<file path="src/rtl/periph_pkg.sv">
`default_nettype none
// ============================================================================
// Module      : periph_pkg
// Description : Shared constants and types for the peripheral bus master:
//               register map of the peripheral window and the command type.
// Revision    : 1.0 - initial release
// ============================================================================
package periph_pkg;

  localparam logic [31:0] PERIPH_BASE  = 32'h4000_0000;
  localparam logic [31:0] TH_ADDR      = 32'h4000_0000;
  localparam logic [31:0] TL_ADDR      = 32'h4000_0004;
  localparam logic [31:0] TCON_ADDR    = 32'h4000_0008;
  localparam logic [31:0] LED_ADDR     = 32'h4000_000C;
  localparam logic [31:0] DIGI_ADDR    = 32'h4000_0010;
  localparam logic [31:0] SYSTICK_ADDR = 32'h4000_0014;
  localparam logic [31:0] SELREG_ADDR  = 32'h4000_0018;

  // One queued request: 65 bits {write, addr, wdata}
  typedef struct packed {
    logic        write;
    logic [31:0] addr;
    logic [31:0] wdata;
  } cmd_t;

  // Word-aligned and inside the inclusive [lo, hi] window
  function automatic logic addr_legal(input logic [31:0] addr,
                                      input logic [31:0] lo,
                                      input logic [31:0] hi);
    return (addr >= lo) && (addr <= hi) && (addr[1:0] == 2'b00);
  endfunction

endpackage
`default_nettype wire

</file>
<file path="src/rtl/periph_bus_master_if.sv">
`default_nettype none
// ============================================================================
// Module      : periph_bus_master_if
// Description : Requester command/response handshakes plus peripheral bus.
//               master = the bus master block, slave = requester/peripheral.
// Revision    : 1.0 - initial release
// ============================================================================
interface periph_bus_master_if;
  logic        cmd_valid;
  logic        cmd_ready;
  logic        cmd_write;
  logic [31:0] cmd_addr;
  logic [31:0] cmd_wdata;
  logic        rsp_valid;
  logic        rsp_ready;
  logic [31:0] rsp_rdata;
  logic        rsp_write;
  logic        rsp_err;
  logic        bus_rd;
  logic        bus_wr;
  logic [31:0] bus_addr;
  logic [31:0] bus_wdata;
  logic [31:0] bus_rdata;

  modport master (
    input  cmd_valid, cmd_write, cmd_addr, cmd_wdata, rsp_ready, bus_rdata,
    output cmd_ready, rsp_valid, rsp_rdata, rsp_write, rsp_err,
           bus_rd, bus_wr, bus_addr, bus_wdata
  );

  modport slave (
    output cmd_valid, cmd_write, cmd_addr, cmd_wdata, rsp_ready, bus_rdata,
    input  cmd_ready, rsp_valid, rsp_rdata, rsp_write, rsp_err,
           bus_rd, bus_wr, bus_addr, bus_wdata
  );
endinterface
`default_nettype wire

</file>
<file path="src/rtl/periph_cmd_fifo.sv">
`default_nettype none
// ============================================================================
// Module      : periph_cmd_fifo
// Description : Synchronous command FIFO, DEPTH entries (power of two).
//               Pointers carry one extra wrap bit; no push-to-pop bypass.
// Revision    : 1.0 - initial release
// ============================================================================
module periph_cmd_fifo
  import periph_pkg::*;
#(
  parameter int DEPTH = 4
) (
  input  logic clk,
  input  logic reset,
  input  logic push,
  input  cmd_t push_data,
  input  logic pop,
  output logic full,
  output logic empty,
  output cmd_t head
);

  localparam int AW = $clog2(DEPTH);
  localparam logic [AW:0] PTR_ONE = 1;

  logic [AW:0] wr_ptr;
  logic [AW:0] rd_ptr;
  cmd_t        mem [DEPTH];

  // Advance pointers; protected against overflow/underflow
  always_ff @(posedge clk or negedge reset) begin
    if (!reset) begin
      wr_ptr <= '0;
      rd_ptr <= '0;
    end else begin
      if (push && !full)  wr_ptr <= wr_ptr + PTR_ONE;
      if (pop  && !empty) rd_ptr <= rd_ptr + PTR_ONE;
    end
  end

  // Storage array, not reset: contents are only visible through the pointers
  always_ff @(posedge clk) begin
    if (push && !full) mem[wr_ptr[AW-1:0]] <= push_data;
  end

  assign full  = (wr_ptr[AW] != rd_ptr[AW]) && (wr_ptr[AW-1:0] == rd_ptr[AW-1:0]);
  assign empty = (wr_ptr == rd_ptr);
  assign head  = mem[rd_ptr[AW-1:0]];

endmodule
`default_nettype wire

</file>
<file path="src/rtl/periph_bus_master.sv">
`default_nettype none
// ============================================================================
// Module      : periph_bus_master
// Description : Queues requester commands, issues each as a one-cycle
//               rd/wr strobe on the peripheral bus and returns one in-order
//               response per command. One transaction in flight at a time.
// Revision    : 1.0 - initial release
// ============================================================================
module periph_bus_master
  import periph_pkg::*;
#(
  parameter int          DEPTH     = 4,
  parameter logic [31:0] BASE_ADDR = 32'h4000_0000,
  parameter logic [31:0] LAST_ADDR = 32'h4000_0018
) (
  input  logic                       clk,
  input  logic                       reset,
  periph_bus_master_if.master        pif,
  output logic                       busy
);

  logic        fifo_full;
  logic        fifo_empty;
  cmd_t        fifo_head;
  cmd_t        cmd_in;
  logic        push;
  logic        pop;

  logic        stage_valid;
  logic        stage_legal;
  cmd_t        stage_cmd;

  logic        rsp_valid_q;
  logic        rsp_write_q;
  logic        rsp_err_q;
  logic [31:0] rsp_rdata_q;

  assign cmd_in = {pif.cmd_write, pif.cmd_addr, pif.cmd_wdata};
  assign push   = pif.cmd_valid && !fifo_full;
  // Pop only when nothing is outstanding once this edge's consume is counted
  assign pop    = !fifo_empty && !stage_valid && !(rsp_valid_q && !pif.rsp_ready);

  periph_cmd_fifo #(.DEPTH(DEPTH)) u_fifo (
    .clk       (clk),
    .reset     (reset),
    .push      (push),
    .push_data (cmd_in),
    .pop       (pop),
    .full      (fifo_full),
    .empty     (fifo_empty),
    .head      (fifo_head)
  );

  // Bus stage: one-cycle occupancy; address/data hold after the transaction
  always_ff @(posedge clk or negedge reset) begin
    if (!reset) begin
      stage_valid <= 1'b0;
      stage_legal <= 1'b0;
      stage_cmd   <= '0;
    end else begin
      stage_valid <= pop;
      if (pop) begin
        stage_cmd   <= fifo_head;
        stage_legal <= addr_legal(fifo_head.addr, BASE_ADDR, LAST_ADDR);
      end
    end
  end

  // Response register: capture at end of bus cycle, clear on consume
  always_ff @(posedge clk or negedge reset) begin
    if (!reset) begin
      rsp_valid_q <= 1'b0;
      rsp_write_q <= 1'b0;
      rsp_err_q   <= 1'b0;
      rsp_rdata_q <= '0;
    end else if (stage_valid) begin
      rsp_valid_q <= 1'b1;
      rsp_write_q <= stage_cmd.write;
      rsp_err_q   <= !stage_legal;
      rsp_rdata_q <= (!stage_cmd.write && stage_legal) ? pif.bus_rdata : 32'h0;
    end else if (rsp_valid_q && pif.rsp_ready) begin
      rsp_valid_q <= 1'b0;
      rsp_write_q <= 1'b0;
      rsp_err_q   <= 1'b0;
      rsp_rdata_q <= '0;
    end
  end

  assign pif.cmd_ready = !fifo_full;
  assign pif.bus_rd    = stage_valid && !stage_cmd.write && stage_legal;
  assign pif.bus_wr    = stage_valid &&  stage_cmd.write && stage_legal;
  assign pif.bus_addr  = stage_cmd.addr;
  assign pif.bus_wdata = stage_cmd.wdata;
  assign pif.rsp_valid = rsp_valid_q;
  assign pif.rsp_write = rsp_write_q;
  assign pif.rsp_err   = rsp_err_q;
  assign pif.rsp_rdata = rsp_rdata_q;
  assign busy          = !fifo_empty || stage_valid || rsp_valid_q;

endmodule
`default_nettype wire
</file>
<file path="src/flat_wrapper.sv">
// flat-port wrapper written by rule: the top's interface ports become plain ports
module periph_bus_master_flat import periph_pkg::*;
#(
  parameter int          DEPTH     = 4,
  parameter logic [31:0] BASE_ADDR = 32'h4000_0000,
  parameter logic [31:0] LAST_ADDR = 32'h4000_0018
)
  (clk, reset, busy, pif_cmd_valid, pif_cmd_write, pif_cmd_addr, pif_cmd_wdata, pif_rsp_ready, pif_bus_rdata, pif_cmd_ready, pif_rsp_valid, pif_rsp_rdata, pif_rsp_write, pif_rsp_err, pif_bus_rd, pif_bus_wr, pif_bus_addr, pif_bus_wdata);
  periph_bus_master_if pif_i ();
  input  logic clk;
  input  logic reset;
  output logic busy;
  input wire logic [$bits(pif_i.cmd_valid)-1:0] pif_cmd_valid;
  input wire logic [$bits(pif_i.cmd_write)-1:0] pif_cmd_write;
  input wire logic [$bits(pif_i.cmd_addr)-1:0] pif_cmd_addr;
  input wire logic [$bits(pif_i.cmd_wdata)-1:0] pif_cmd_wdata;
  input wire logic [$bits(pif_i.rsp_ready)-1:0] pif_rsp_ready;
  input wire logic [$bits(pif_i.bus_rdata)-1:0] pif_bus_rdata;
  output wire logic [$bits(pif_i.cmd_ready)-1:0] pif_cmd_ready;
  output wire logic [$bits(pif_i.rsp_valid)-1:0] pif_rsp_valid;
  output wire logic [$bits(pif_i.rsp_rdata)-1:0] pif_rsp_rdata;
  output wire logic [$bits(pif_i.rsp_write)-1:0] pif_rsp_write;
  output wire logic [$bits(pif_i.rsp_err)-1:0] pif_rsp_err;
  output wire logic [$bits(pif_i.bus_rd)-1:0] pif_bus_rd;
  output wire logic [$bits(pif_i.bus_wr)-1:0] pif_bus_wr;
  output wire logic [$bits(pif_i.bus_addr)-1:0] pif_bus_addr;
  output wire logic [$bits(pif_i.bus_wdata)-1:0] pif_bus_wdata;
  assign pif_i.cmd_valid = pif_cmd_valid;
  assign pif_i.cmd_write = pif_cmd_write;
  assign pif_i.cmd_addr = pif_cmd_addr;
  assign pif_i.cmd_wdata = pif_cmd_wdata;
  assign pif_i.rsp_ready = pif_rsp_ready;
  assign pif_i.bus_rdata = pif_bus_rdata;
  assign pif_cmd_ready = pif_i.cmd_ready;
  assign pif_rsp_valid = pif_i.rsp_valid;
  assign pif_rsp_rdata = pif_i.rsp_rdata;
  assign pif_rsp_write = pif_i.rsp_write;
  assign pif_rsp_err = pif_i.rsp_err;
  assign pif_bus_rd = pif_i.bus_rd;
  assign pif_bus_wr = pif_i.bus_wr;
  assign pif_bus_addr = pif_i.bus_addr;
  assign pif_bus_wdata = pif_i.bus_wdata;
  periph_bus_master #(.DEPTH(DEPTH), .BASE_ADDR(BASE_ADDR), .LAST_ADDR(LAST_ADDR)) u_core (.clk(clk), .reset(reset), .pif(pif_i), .busy(busy));
endmodule
</file>
<file path="config.mk">
export PLATFORM = sky130hd
export DESIGN_NAME = periph_bus_master_flat
export DESIGN_NICKNAME = d
export VERILOG_FILES = /design/src/rtl/periph_pkg.sv /design/src/rtl/periph_bus_master_if.sv /design/src/rtl/periph_cmd_fifo.sv /design/src/rtl/periph_bus_master.sv /design/src/flat_wrapper.sv
export SDC_FILE = /design/constraint.sdc
export NUM_CORES = 1
export LEC_CHECK = 0
export BUFFER_PORTS_ARGS = -buffer_cell sky130_fd_sc_hd__buf_4
export CORE_ASPECT_RATIO = 0.6
export CORE_MARGIN = 8
export CORE_UTILIZATION = 49
export DETAILED_ROUTE_END_ITERATION = 8
export PLACE_DENSITY = 0.7
export SLEW_MARGIN = 20
export SYNTH_ARGS = -nofsm -noshare
export SYNTH_HDL_FRONTEND = slang
export SYNTH_SLANG_ARGS = --single-unit
</file>
<file path="constraint.sdc">
create_clock -name clk -period 3.33 [get_ports clk]
set_input_delay 0.1665 -clock clk [delete_from_list [all_inputs] [get_ports clk]]
set_output_delay 0.1665 -clock clk [all_outputs]
set_load 0.05 [all_outputs]
</file>
### Word-level counts from Yosys, hierarchy flattened

Memory sizes are Yosys's and may differ from the RTL's.
Index checks and enable logic that the tools add are counted.

* mux-type cells: 9
* magnitude comparators: 2
* add/subtract/negate cells: 2
* reduce and logical (&&, ||, !) cells: 26
* equal/unequal tests: 3

Operators with widths (number)
* $mux W32: 3
* $ge A32 B31 Y1 const B: 1
* $le A32 B31 Y1 const B: 1
* $logic_and A1 B1 Y1: 15
* $logic_not A1 Y1: 7
* $add A3 B1 Y3 const B: 2
* $mux W1: 6
* $eq A3 B3 Y1: 1
* $eq A2 B2 Y1: 1
* $logic_not A2 Y1: 1
* $logic_or A1 B1 Y1: 2
* $reduce_bool A2 Y1: 1
* $ne A1 B1 Y1: 1

* bits in registers: 108
* bits in writable memories: 260
* memories kept: 1
* input port bits: 101
* output and inout port bits: 103

Memory list
* u_core.u_fifo.mem: words 4, width 65, read ports 1, clocked after memory_dff 0, wr ports 1, RTL line periph_cmd_fifo.sv:28 `cmd_t mem [DEPTH];`

### Logic depth before layout (Yosys ltp)

Gate-level depths: netlist of the first run.

* depth after elaboration: 7
* mapped depth: 8
* mapped depth without buffers: 5

### Hierarchy

Synthesis of the first run repeated with hierarchy kept, for this count alone.

* cells, all modules: 693
* area, all modules: 14168.6 µm²

Modules (own cells, without submodules)
* periph_cmd_fifo: cells an instance 389, area each 9867.0 µm², seq. area each 7957.6 µm², instances 1
* periph_bus_master: cells an instance 304, area each 4301.6 µm², seq. area each 2552.4 µm², instances 1

### Worst setup path after synthesis of the first run

No wires, ideal clock.

* kind: register to register
* start: register u_core.u_fifo.rd_ptr[0]
* end: memory u_core.u_fifo.mem[3][0] (netlist bit) (enable)
* library setup time: 0.432 ns
* setup slack: 0.078 ns
* arrival time: 2.820 ns
* buffers on the path: 1
* stages on the path, launching flop included: 5
* clock period less this slack: 3.252 ns
* path through: dfrtp_1 buf_6 xnor2_1 nand3_1 and3_1

* word-level cells in the longest chain between the ends: 7

RTL lines
* start: declaration: RTL line periph_cmd_fifo.sv:27 `logic [AW:0] rd_ptr;`
* start signal: assignment: RTL line periph_cmd_fifo.sv:37 `if (pop && !empty) rd_ptr <= rd_ptr + PTR_ONE;`
* $eq A2 B2 Y1 *: RTL line periph_cmd_fifo.sv:46 `assign full = (wr_ptr[AW] != rd_ptr[AW]) && (wr_ptr[AW-1:0] == rd_ptr[AW-1:0]);`
* $logic_and A1 B1 Y1 *: RTL line periph_cmd_fifo.sv:46
* $logic_not A1 Y1 *
* via pif_cmd_ready: RTL line flat_wrapper.sv:19 `output wire logic [$bits(pif_i.cmd_ready)-1:0] pif_cmd_ready;`
* $logic_and A1 B1 Y1: RTL line periph_bus_master.sv:39 `assign push = pif.cmd_valid && !fifo_full;`
* $logic_and A1 B1 Y1 *: RTL line periph_cmd_fifo.sv:43 `if (push && !full) mem[wr_ptr[AW-1:0]] <= push_data;`
* $mux W1 *: RTL line periph_cmd_fifo.sv:43
* $mux W1 (not written as such) *: RTL line periph_cmd_fifo.sv:43
* end: declaration: RTL line periph_cmd_fifo.sv:28

The timed path passes the listed nets; every way through them passes the cells marked *.

### Worst setup path after layout of the first run

* start: register u_core.u_fifo.rd_ptr[1]
* end: memory u_core.u_fifo.mem[1][28] (netlist bit) (enable)

* word-level cells in the longest chain between the ends: 7

RTL lines (RTL line)
* $eq A2 B2 Y1 *: periph_cmd_fifo.sv:46
* $logic_and A1 B1 Y1 *: periph_cmd_fifo.sv:46
* $logic_not A1 Y1 *: periph_cmd_fifo.sv:43, periph_bus_master.sv:39
* $logic_and A1 B1 Y1: periph_bus_master.sv:39
* $logic_and A1 B1 Y1 *: periph_cmd_fifo.sv:43
* $mux W1 *: periph_cmd_fifo.sv:43
* $mux W1 (not written as such) *: periph_cmd_fifo.sv:43

Mark *: on every way between the ends. The rest lies on a longest branch, timed or not.

==> qor.yml, run 1 <==
seq_area_frac_synth: 0.7507
syn-num-nets: 778
cp.required_ns: 3.53
routed_wl_mm: 29.64
clkSinkCount: 368
cap_violations: 0
skew_ns: 0.01717
fin_area_sq_um: 17730
syn_area_sq_um: 14000
ir_drop_uv: 564.7
final_layout_size_suffix_gt1_frac: 0.4213
grt_pass1_wl_mm: 45.21
synth_seq_cells: 368
final_nets: 1040
cts_buffers: 34
clk_latency_ns: 0.52
synth.area.top_cells: "edfxtp_1, dfrtp_1, mux4_2"
fp.dieW_um: 234.2
rsz0062_at_grt: "false"
row_count: 48
cts_resized: 0
dpl_cell_area_sq_um: 15600
dp.cells: 1174
path_max_fanout: 37
fmax_ghz: 0.4117
initial_core_util: 0.4929
hp-class: "in2reg"
slew_viol_final: 0
r2r-start: "u_core.u_fifo.rd_ptr[1]"
avgRoutedWirePerCell_um: 22.22
hold_violations: 0
dp_slack_ns: 0.8493
io_pins: 204
path_class: "reg2reg"
grt_usage: 0.1707
hpwlAfterDp_mm: 19.04
first_global_vias: 7661
syn_avg_cell_area_sq_um: 20.83
die_area_sq_um: 34420
min_period_over_period: 0.7295
drcViolationCount: 0
setup_viol: 0
syn_to_final_growth_pct: 26.60
grt_max_degree: 59
setup_ws_ns: 0.9009
die_h_um: 146.9
firstDrtPassIters: 5
start_kind: "flop"
yosysUniqueCellTypes: 33
grt_overflow: 0
finalSetupTns_ns: 0
cts_tree: "done"
critPathLaunch: "u_core.u_fifo.rd_ptr[1]"
synth_top_area_share: 0.5576
synthCells: 672
endpoint_kind: "flop"
worstHoldStart: "pif_cmd_valid"
antenna_cells: 0
ant_nets: 0
clockBufferDepth: 3
stdcell_count: 1334
antenna_found_initial: 0
yosys_warnings: 0
final.min_clock_period_ns: 2.429
status: "finished clean"
routabilityCongestion: 0.7453
viasPerCell: 5.295
yosys.area.top_type: "edfxtp_1"
drtIter0Drc: 371
crit_arrival_ns: 2.63
max_slew_margin: 0.4176
portBuffers: 203
core-area_sq_um: 28410
cts_max_level: 2
root_buffer: "clkbuf_16"
vias: 7063
power_density_nw_per_um2: 957.6
leakage_nw: 6.730
clk_pin_slew_ns: 0.06
worst_pin_slew_ns: 0.8736
-- worst max-delay path, cell delays in order, from the launching register on --
cell,delay (ns)
dfrtp_4,0.82
xnor2_1,0.19
nand3_1,0.21
and3_4,0.57
buf_4,0.30
-- through the flow --
step | hold WS (ns) | utilization | power, mW
2_1_floorplan | -0.1291 | - | 11.78
3_3_place_gp | 0.3387 | 0.5493 | 13.06
3_5_place_dp | 0.3446 | 0.5493 | 13.14
4_1_cts | 0.03174 | 0.6240 | 17.20
5_1_grt | 0.06058 | 0.6240 | 17.75
6_report | 0.06805 | 0.6240 | 16.97
-- cell usage in the layout, fill, tap and decap left out, drive strengths merged, types with 2 or more instances in the layout --
| master | synthesis | final |
|---|---|---|
| xnor2 | 4 | 4 |
| and3 | 5 | 5 |
| clkinv | 0 | 7 |
| a22o | 34 | 34 |
| dfrtp | 108 | 108 |
| nor2 | 2 | 2 |
| dlygate4sd3 | 0 | 99 |
| clkbuf | 10 | 48 |
| nand3 | 3 | 3 |
| mux4 | 65 | 65 |
| buf | 83 | 220 |
| mux2 | 66 | 66 |
| edfxtp | 260 | 260 |
| bufinv | 0 | 4 |
| inv | 4 | 5 |
| xor2 | 3 | 3 |
| ha | 5 | 5 |
| nor4 | 5 | 5 |
| nand2 | 3 | 3 |
-- cell usage after synthesis, drive strengths merged --
library cell	instances
nor2	2
a22o	34
nand3	3
nand3b	1
nand2	3
edfxtp	260
a21oi	1
dfrtp	108
a21o	1
buf	83
nor4b	1
and4	1
xnor2	4
mux4	65
o22ai	1
mux2	66
ha	5
nand4	1
o21ai	1
clkbuf	10
inv	4
and2	1
nor3	1
nor2b	1
nor4	5
xor2	3
and3	5
or3	1
-- per-layer routing --
layer  part of all wire  GRT usage  up-vias
li1                   -          -     3129
met1               0.45     0.2460     3666
met2               0.46     0.2608      231
met3              0.072    0.04334       37
met4              0.014    0.03794        0
met5                  0          0        -
-- cell type report --
class	count	area, sq um
Clock buffer	48	964.7
Clock inverter	13	166.4
Fill cell	1952	10680
Inverter	4	15.01
Multi-Input combinational cell	207	2863
Sequential cell	368	10520
Tap cell	375	469.2
Timing Repair Buffer	319	2730
-- registers in the layout (all words and copies together), names as in the netlist --
name / flops
u_core.pif.rsp_valid: 1
u_core.pif.bus_wdata: 32
u_core.pif.bus_addr: 32
u_core.u_fifo.wr_ptr: 3
u_core.stage_legal: 1
u_core.pif.rsp_err: 1
u_core.pif.rsp_write: 1
u_core.u_fifo.rd_ptr: 3
u_core.u_fifo.mem: 260
u_core.pif.rsp_rdata: 32
u_core.stage_cmd: 1
u_core.stage_valid: 1
-- kinds of logic (layout without fill, tap and decap cells) --
group,count (synthesis),in the layout,share of synthesized area
AOI/OAI and AO/OA,38,38,0.02341
muxes,131,131,0.1590
xor gates and xnor gates,7,7,0.004379
and+or+nand+nor,26,26,0.01081
adders and majority gates,5,5,0.004468
DFF,368,368,0.7507
buffers and inverters,97,384,0.04727
-- path summary, 6_finish.rpt --
path | slack [ns] | cells after the start | endpoint
min reg2reg | 0.49 | 1 | u_core.u_fifo.rd_ptr[2]
max reg2reg | 0.90 | 4 | u_core.u_fifo.mem[1][28]
max | 0.90 | 4 | u_core.u_fifo.mem[1][28]
max in group asynchronous | 2.24 | 3 | u_core.pif.rsp_rdata[27]
min | 0.07 | 3 | u_core.u_fifo.wr_ptr[0]
min in group asynchronous | 0.31 | 2 | u_core.pif.bus_addr[24]
-- repair_timing --
item                                   4_1_cts  5_1_grt
buffers inserted                             0        0
hold buffers                                99        0
setup endpoints to repair                    0        0
endpoints found under the hold margin      350        0
-- power breakdown --
part | total [mW] | switching, mW | internal [mW] | leakage [nW]
logic | 6.15 | 3.55 | 2.60 | 2.46
registers | 6.88 | 0.650 | 6.23 | 3.72
clock network | 3.94 | 1.61 | 2.34 | 0.550
total | 17.0 | 5.80 | 11.2 | 6.73
Power figures use the tool's default switching activity.
==> run 2, diff against run 1 <==
==> constraint.sdc (replaced) <==
create_clock -name clk -period 2.5 [get_ports clk]
set_input_delay 0.125 -clock clk [delete_from_list [all_inputs] [get_ports clk]]
set_output_delay 0.125 -clock clk [all_outputs]
set_load 0.05 [all_outputs]
==> run 2 against run 1 <==
Compared with the run above:
- clock skew is 0.00076 ns higher
- sequential power is 31% higher
- via count is 0.72% lower
- cell count is 1.2% higher
- count of clock-buffer cells in the layout stayed put
- non-clock buffer count is 15 higher
- worst hold slack better by 0.082 ns
- cell area is 0.80% higher
- first-iteration DRC count is 26% higher
- sequential share of layout area is 0.47 points lower
- total power is 34% higher
- critical path depth is 1 higher
- critical path type is now reg2out
- largest power group unchanged
- highest routed layer unchanged
==> qor.yml, run 2 (synthesis gave the netlist of run 1 again) <==
dp.cells: 1182  # +0.68%
die_h_um: 146.9  # unchanged
row_count: 48  # unchanged
routed_wl_mm: 29.61  # about the same
core-area_sq_um: 28410  # unchanged
power_density_nw_per_um2: 1270  # +33%
vias: 7012  # -0.72%
grt_pass1_wl_mm: 45.51  # +0.67%
viasPerCell: 5.194  # -1.9%
die_area_sq_um: 34420  # unchanged
grt_max_degree: 71  # +20%
dpl_cell_area_sq_um: 15730  # +0.79%
cap_violations: 0  # unchanged
grt_usage: 0.1716  # +0.0009429
most-common-layout-cells: "edfxtp_1, buf_4, dfrtp_1, dlygate4sd3_1, mux2_2"
io_pins: 204  # unchanged
cp.required_ns: 2.38  # -1.15 ns
worst_pin_slew_ns: 0.6083  # -0.2653 ns
hold_violations: 0  # unchanged
avgRoutedWirePerCell_um: 21.93  # -1.3%
rsz0062_at_grt: "false"
max_slew_margin: 0.5945  # +0.1769
antenna_found_initial: 1  # +1
drcViolationCount: 0  # unchanged
initial_core_util: 0.4929  # unchanged
grt_overflow: 0  # unchanged
cts_max_level: 2  # unchanged
crit_arrival_ns: 2.15  # -0.48 ns
final.min_clock_period_ns: 2.272
final_nets: 1055  # +1.4%
route.met2.wl_mm: 14.19  # +4.2%
drtIter0Drc: 467  # +26%
hp-class: "in2async"
hpwlAfterDp_mm: 18.44  # -3.1%
stdcell_count: 1350  # +1.2%
cts_tree: "done"
fp.dieW_um: 234.2  # unchanged
status: "finished clean"
setup_viol: 0  # unchanged
clkSinkCount: 368  # unchanged
fin_area_sq_um: 17870  # +0.80%
portBuffers: 203  # unchanged
ir_drop_uv: 757.6  # +34%
wl_met1_mm: 13.19  # -2.0%
path_max_fanout: 36  # -2.7%
clk_latency_ns: 0.52  # about the same
endpoint_kind: "output pin"
fmax_ghz: 0.4401
largest_reg_flops: 260  # unchanged
syn_to_final_growth_pct: 27.62
first_global_vias: 7585  # -0.99%
final_layout_size_suffix_gt1_frac: 0.4261  # +0.004806
slew_viol_final: 0  # unchanged
root_buffer: "clkbuf_16"
leakage_nw: 6.802  # +1.1%
layout_commonest_cell: "edfxtp_1"
min_period_over_period: 0.9090
start_kind: "flop"
fin_util: 0.6290  # +0.005021
firstDrtPassIters: 4  # -1
cts_buffers: 34  # unchanged
wl_met3_mm: 1.867  # -13%
clk_pin_slew_ns: 0.06  # about the same
finalSetupTns_ns: 0  # unchanged
top_layer: "met4"
path_class: "reg2out"
skew_ns: 0.01792  # +0.0007556 ns
ant_nets: 0  # unchanged
clockBufferDepth: 3  # unchanged
routabilityCongestion: 0.7119  # -4.5%
run 2: cell type report:
class                           instances  area [sq um]
Antenna cell                            1         2.502
Timing Repair Buffer                  334          2928
Tap cell                              375         469.2
Inverter                                4         15.01
Clock inverter                         13         138.9
Fill cell                            1967         10540
Clock buffer                           48         934.6
Sequential cell                       368         10520
Multi-Input combinational cell        207          2863
run 2: routing by layer:
layer | track usage | up-vias
li1 | - | 3171
met1 | 0.2387 | 3635
met5 | 0 | -
met2 | 0.2723 | 174
met4 | 0.03606 | 0
met3 | 0.04430 | 32
run 2: worst paths after layout:
| path | slack, ns | to | cells after the start | start |
|---|---|---|---|---|
| setup / recovery | 0.23 | busy | 5 | u_core.u_fifo.rd_ptr[0] |
| hold / removal | 0.15 | u_core.pif.bus_addr[25] | 2 | reset |
| setup reg to reg | 0.28 | u_core.stage_legal | 7 | u_core.u_fifo.rd_ptr[0] |
| hold reg to reg | 0.49 | u_core.u_fifo.rd_ptr[2] | 1 | u_core.u_fifo.rd_ptr[2] |
| max in group asynchronous | 1.51 | u_core.u_fifo.rd_ptr[1] | 3 | reset |
| min in group clk | 0.35 | u_core.u_fifo.mem[0][57] | 2 | pif_cmd_addr[25] |
run 2: through the flow:
step | setup slack (ns) | hold slack, ns | power, mW
3_5_place_dp | 0.1947 | 0.1799 | 17.64
2_1_floorplan | -0.01672 | -0.1706 | 15.66
6_report | 0.2276 | 0.1502 | 22.70
4_1_cts | 0.01609 | 0.1670 | 22.90
3_3_place_gp | 0.1460 | 0.1749 | 17.51
5_1_grt | 0.1019 | 0.2035 | 23.76
run 2: power by group:
part           internal (mW)  total (mW)  switching [mW]
Combinational           3.70        8.63            4.93
Clock                   2.93        5.07            2.14
Sequential              8.30        9.00           0.699
Total                   14.9        22.7            7.77
run 2: repair_timing:
item,4_1_cts,5_1_grt
endpoints found under the setup margin,0,1
resized for setup,0,1
hold endpoints to repair,332,0
buffers inserted,0,6
hold buffers,100,0
run 2: critical path, stage by stage (launching register included):
cell,delay [ns]
dfrtp_4,0.52
buf_16,0.23
xnor2_1,0.24
nand3b_1,0.12
or3_1,0.31
buf_4,0.20
